[config.mk]
export PLATFORM = sky130hd
export DESIGN_NAME = matmul_sequencer
export DESIGN_NICKNAME = d
export VERILOG_FILES = /design/src/rtl/matmul_sequencer.sv
export SDC_FILE = /design/constraint.sdc
export NUM_CORES = 2
export LEC_CHECK = 0
export CAP_MARGIN = 15
export CELL_PAD_IN_SITES_DETAIL_PLACEMENT = 0
export CELL_PAD_IN_SITES_GLOBAL_PLACEMENT = 1
export CORE_UTILIZATION = 35
export CTS_CLUSTER_SIZE = 10
export DETAILED_ROUTE_END_ITERATION = 6
export HOLD_SLACK_MARGIN = 0.15
export PLACE_DENSITY = 0.7
export SLEW_MARGIN = 20
export SYNTH_ARGS = -nofsm -noshare
export SYNTH_HDL_FRONTEND = slang
export SYNTH_SLANG_ARGS = --single-unit
[constraint.sdc]
create_clock -name wb_clk_i -period 16.02 [get_ports wb_clk_i]
set_clock_uncertainty 0.05 [all_clocks]
set_input_delay 3.204 -clock wb_clk_i [delete_from_list [all_inputs] [get_ports wb_clk_i]]
set_output_delay 3.204 -clock wb_clk_i [all_outputs]
set_load 0.05 [all_outputs]
[src/rtl/matmul_sequencer.sv]
// rtl/matmul_sequencer.sv - i/j/k loop sequencer driving A/B operand reads, MAC and C writes
module matmul_sequencer #(
  parameter int DATA_W  = 32,
  parameter int DIM_W   = 5,
  parameter int MAX_DIM = 16,
  parameter int ADDR_W  = 8
) (
  input  logic              wb_clk_i,
  input  logic              wb_rst_i,
  input  logic              start,
  input  logic [7:0]        op,
  input  logic [DIM_W-1:0]  w_a,
  input  logic [DIM_W-1:0]  h_a,
  input  logic [DIM_W-1:0]  w_b,
  input  logic [DIM_W-1:0]  h_b,
  output logic              busy,
  output logic              done,
  output logic              err,
  output logic              mem_re,
  output logic [ADDR_W-1:0] a_addr,
  output logic [ADDR_W-1:0] b_addr,
  input  logic [DATA_W-1:0] a_data,
  input  logic [DATA_W-1:0] b_data,
  output logic              c_we,
  output logic [ADDR_W-1:0] c_addr,
  output logic [DATA_W-1:0] c_data
);

  typedef enum logic [2:0] {
    S_IDLE,
    S_CHECK,
    S_RUN,
    S_DRAIN,
    S_WRITE,
    S_DONE
  } state_t;

  localparam logic [DIM_W-1:0] LP_ONE = DIM_W'(1);
  localparam logic [DIM_W-1:0] LP_MAX = DIM_W'(MAX_DIM);
  localparam logic [7:0]       LP_OP_MATMUL = 8'd1;

  state_t            r_state;
  state_t            w_next;
  logic [7:0]        r_op;
  logic [DIM_W-1:0]  r_wa;
  logic [DIM_W-1:0]  r_ha;
  logic [DIM_W-1:0]  r_wb;
  logic [DIM_W-1:0]  r_hb;
  logic [DIM_W-1:0]  r_i;
  logic [DIM_W-1:0]  r_j;
  logic [DIM_W-1:0]  r_k;
  logic [DATA_W-1:0] r_acc;
  logic              r_rd_valid;
  logic              r_err;

  logic              w_reject;
  logic              w_k_last;
  logic              w_j_last;
  logic              w_i_last;
  logic [DATA_W-1:0] w_prod;

  // Any zero or oversize dimension, mismatched inner dimension, or unknown op kills the job.
  assign w_reject = (r_op != LP_OP_MATMUL) || (r_wa != r_hb) ||
                    (r_wa == '0) || (r_ha == '0) || (r_wb == '0) || (r_hb == '0) ||
                    (r_wa > LP_MAX) || (r_ha > LP_MAX) || (r_wb > LP_MAX) || (r_hb > LP_MAX);

  assign w_k_last = (r_k == r_wa - LP_ONE);
  assign w_j_last = (r_j == r_wb - LP_ONE);
  assign w_i_last = (r_i == r_ha - LP_ONE);

  // Low DATA_W bits of a product are identical for signed and unsigned operands, so the
  // truncated two's-complement product needs no sign extension.
  assign w_prod = a_data * b_data;

  assign busy   = (r_state != S_IDLE);
  assign done   = (r_state == S_DONE);
  assign err    = r_err;
  assign mem_re = (r_state == S_RUN);
  assign c_we   = (r_state == S_WRITE);
  assign c_data = r_acc;
  assign a_addr = ADDR_W'(r_i) * ADDR_W'(r_wa) + ADDR_W'(r_k);
  assign b_addr = ADDR_W'(r_k) * ADDR_W'(r_wb) + ADDR_W'(r_j);
  assign c_addr = ADDR_W'(r_i) * ADDR_W'(r_wb) + ADDR_W'(r_j);

  // Next-state decode for the job sequencer.
  always_comb begin
    w_next = r_state;
    case (r_state)
      S_IDLE:  if (start) w_next = S_CHECK;
      S_CHECK: w_next = w_reject ? S_DONE : S_RUN;
      S_RUN:   if (w_k_last) w_next = S_DRAIN;
      S_DRAIN: w_next = S_WRITE;
      S_WRITE: w_next = (w_i_last && w_j_last) ? S_DONE : S_RUN;
      S_DONE:  w_next = S_IDLE;
      default: w_next = S_IDLE;
    endcase
  end

  // State, latched job parameters, loop counters and the multiply-accumulate register.
  always_ff @(posedge wb_clk_i) begin
    if (wb_rst_i) begin
      r_state    <= S_IDLE;
      r_op       <= '0;
      r_wa       <= '0;
      r_ha       <= '0;
      r_wb       <= '0;
      r_hb       <= '0;
      r_i        <= '0;
      r_j        <= '0;
      r_k        <= '0;
      r_acc      <= '0;
      r_rd_valid <= 1'b0;
      r_err      <= 1'b0;
    end else begin
      r_state    <= w_next;
      r_rd_valid <= (r_state == S_RUN);
      if (r_rd_valid) r_acc <= r_acc + w_prod;
      case (r_state)
        S_IDLE: begin
          if (start) begin
            r_op  <= op;
            r_wa  <= w_a;
            r_ha  <= h_a;
            r_wb  <= w_b;
            r_hb  <= h_b;
            r_err <= 1'b0;
          end
        end
        S_CHECK: begin
          r_i   <= '0;
          r_j   <= '0;
          r_k   <= '0;
          r_acc <= '0;
          if (w_reject) r_err <= 1'b1;
        end
        S_RUN: begin
          r_k <= r_k + LP_ONE;
        end
        S_WRITE: begin
          r_acc <= '0;
          r_k   <= '0;
          if (w_j_last) begin
            r_j <= '0;
            r_i <= w_i_last ? '0 : r_i + LP_ONE;
          end else begin
            r_j <= r_j + LP_ONE;
          end
        end
        default: begin
        end
      endcase
    end
  end

endmodule

==> metrics.md <==
| Metric | Value |
|---|---|
| Final estimated routing congestion in global placement | 0.856 |
| Wirelength per Cell | between 15 and 20 um |
| Most frequent cells in the layout | 552 x inv_1, 477 x fa_1, 357 x nand2_1 |
| Setup TNS | 0 ns |
| TritonCTS buffer count | 9 |
| Critical Path Sink Type | flop |
| Sequential area share after synthesis | 7.14% |
| Syn avg cell area | about 8.8 sq um |
| Setup CP Type | in -> reg |
| Dpl hpwl | 49700 um |
| Max-cap viol count | 0 |
| Clk slew on worst S/H paths | about 0.08 ns |
| Antenna violations before repair | 0 |
| Setup WS pre-CTS | about 4.9 ns |
| Slew @ Worst Pin | 1.09 ns |
| Number of hold buffers added after CTS | 0 |
| Met1 usage | 28.1% |
| CP arrival | 10.77 ns |
| PnR worst setup slack | 5.41 ns |
| Sink Count | 80 |
| Min-Delay Path Class | reg -> reg |
| Core area | 63200 sq um |
| First-pass GRT wire length | 102000 um |
| Initial core utilization | 35.5% |
| Synth Flop Type | dfxtp_1 |
| Root buffer cell | clkbuf_16 |
| Slew HR | 26.9% |
| Final period util | between 60% and 70% |
| Minimum clock period | 10.61 ns |
| Crit Path Max Fanout | 18 |
| Vias/cell | 4.84 |
| Synth Register Bits | 80 |
| Max Clock Freq | approximately 94 MHz |
| Initial DRC count | about 600 |
| Antenna fix cells | 0 |
| Fillers | between 6k and 7k |
| Layout area overhead | 11.7% |
| ANT nets after route | 0 |
| H-tree levels | 3 |
| Layout Utilization | 39.6% |
| Pre-Repair DR Iteration Count | 5 |
| Grt total ovfl | 0 |
| # DRC | 0 |
| Distinct cell type count after synthesis | 62 |
| Async set or reset register ratio after synthesis | 0% |
| Die Span X | 255 um |
| Commonest non-fill, non-tap cell in the layout | inv_1 |
| EDFF count, synth | 0 |
| Met2 Track Usage GR | 33.6% |
| Cts repair resizes | 0 |
| # setup viols final | 0 |
| Nets | between 3k and 4k |
| Gr busiest metal | met2 |
| Io pins | roughly 160 |
| CTS tree | done |
| Maximum clock path buffer count | 2 |
| Vias in the first global route | 18.2k |
| Largest net degree at the start of global routing | 52 |
| Share of layout cells above drive strength 1 | 2.17% |
| Worst skew pair latency | 0.36 ns |
| Status | finished, final reports clean |
| CP startpoint kind | input pin |
| Final hold vios | 0 |
| Aggregate routed wire length | 63000 um |
| Synthesized area | 22400 sq um |
| Hold WS | 0.406 ns |
| Port Buffer Count | approximately 160 |
| Chip Height | 255 um |
| Row Count | 92 |
| Tot GR Track Use | 20.4% |
| RSZ-0062 raised after global routing | no |
| Yosys warns | 0 |
| M3 GR Usage | about 3.2% |
| Slew Limit Fails | 0 |
| CP required | 16.18 ns |
| Synth Net Count | 3299 |
| Postcts setup bufs | 0 |
| Post-Syn Instances | 2558 |
| Routed via count | about 17k |
| DIE AREA | roughly 65000 sq um |
[worst max-delay path, cell delays in order]
cell             delay (ns)
clkdlybuf4s50_1        0.89
and2_1                 0.43
fa_1                   0.57
fa_1                   0.46
fa_1                   0.53
inv_1                  0.05
fa_1                   0.47
inv_1                  0.06
fa_1                   0.48
fa_1                   0.52
fa_1                   0.50
inv_1                  0.05
fa_1                   0.51
inv_1                  0.05
ha_1                   0.40
o21ai_0                0.11
a32oi_1                0.40
nand3_1                0.13
o2111ai_1              0.34
a41oi_1                0.19
o21bai_1               0.20
xnor2_1                0.14
a21oi_1                0.09
[state kept, by name (all words and copies together) (netlist names)]
signal and count:
r_k 5, r_j 5, r_op 8, r_rd_valid 1, r_wb 5, err 1, r_i 5, r_wa 5
c_data 32, r_state 3, r_ha 5, r_hb 5
[through the flow]
step,instances,area [sq um]
after detailed placement,3457,24700
after CTS,3473,25100
after global placement,3457,24700
after floorplan,2558,22400
after global routing,3473,25000
final,3473,25000
[metal layers]
metal	wire length (um)	up-vias	part of all wire, %
met5	0	-	0
met4	1240	0	2.0
met3	3430	71	5.4
met2	30000	417	48
met1	28400	8644	45
li1	-	7661	-
[kinds of logic after synthesis]
family	count (synthesis)	synth area share, %
AOI/OAI and AO/OA	176	4.80
xor gates and xnor gates	136	5.43
adders and majority gates	646	52.0
buffers and inverters	681	11.5
DFF	80	7.14
muxes	17	0.764
and+or+nand+nor	822	18.4
[Yosys cell counts, types with 4 or more instances]
| cell | number | area [sq um] |
|---|---|---|
| or3_1 | 9 | 56.3 |
| nand4b_1 | 4 | 35.0 |
| a21o_1 | 15 | 113 |
| o21bai_1 | 13 | 97.6 |
| inv_1 | 552 | 2070 |
| nand2_1 | 357 | 1340 |
| mux2i_1 | 16 | 160 |
| fa_1 | 477 | 9550 |
| xor2_1 | 42 | 368 |
| a21oi_1 | 70 | 350 |
| ha_1 | 169 | 2110 |
| buf_2 | 6 | 30.0 |
| xnor2_1 | 92 | 806 |
| buf_1 | 6 | 22.5 |
| o21ai_0 | 32 | 160 |
| nand2b_1 | 12 | 75.1 |
| and3_1 | 4 | 25.0 |
| clkbuf_2 | 4 | 20.0 |
| a31oi_1 | 7 | 43.8 |
| nand3_1 | 18 | 90.1 |
| o211ai_1 | 4 | 30.0 |
| nor3b_1 | 4 | 30.0 |
| nor2b_1 | 4 | 25.0 |
| a211oi_1 | 8 | 60.1 |
| and2_1 | 319 | 2000 |
| clkbuf_1 | 112 | 420 |
| nor3_1 | 12 | 60.1 |
| nand4_1 | 4 | 25.0 |
| dfxtp_1 | 80 | 1600 |
| nor2_1 | 59 | 221 |
[final timing paths]
check                                 from         end  slack (ns)  cells after the start
worst max-delay path            a_data[14]  c_data[31]        5.41                     23
worst min-delay path               r_op[0]     r_op[0]        0.41                      2
worst max register to register  c_data[22]  c_data[31]        8.98                     23
worst min register to register     r_op[0]     r_op[0]        0.41                      2
[final cells by class]
type / count / area, sq um / share of cell area, %
multi-input combinational: 1797 / 18300 / 72.9
inverter: 552 / 2070 / 8.27
timing repair buffer: 182 / 1740 / 6.97
sequential: 80 / 1600 / 6.40
tap: 846 / 1060 / 4.23
clock buffer: 9 / 225 / 0.899
clock inverter: 7 / 87.6 / 0.350
Power is left out: the tool's default activity adds up to more than one toggle a clock period on the data nets, which glitch-free logic cannot reach.
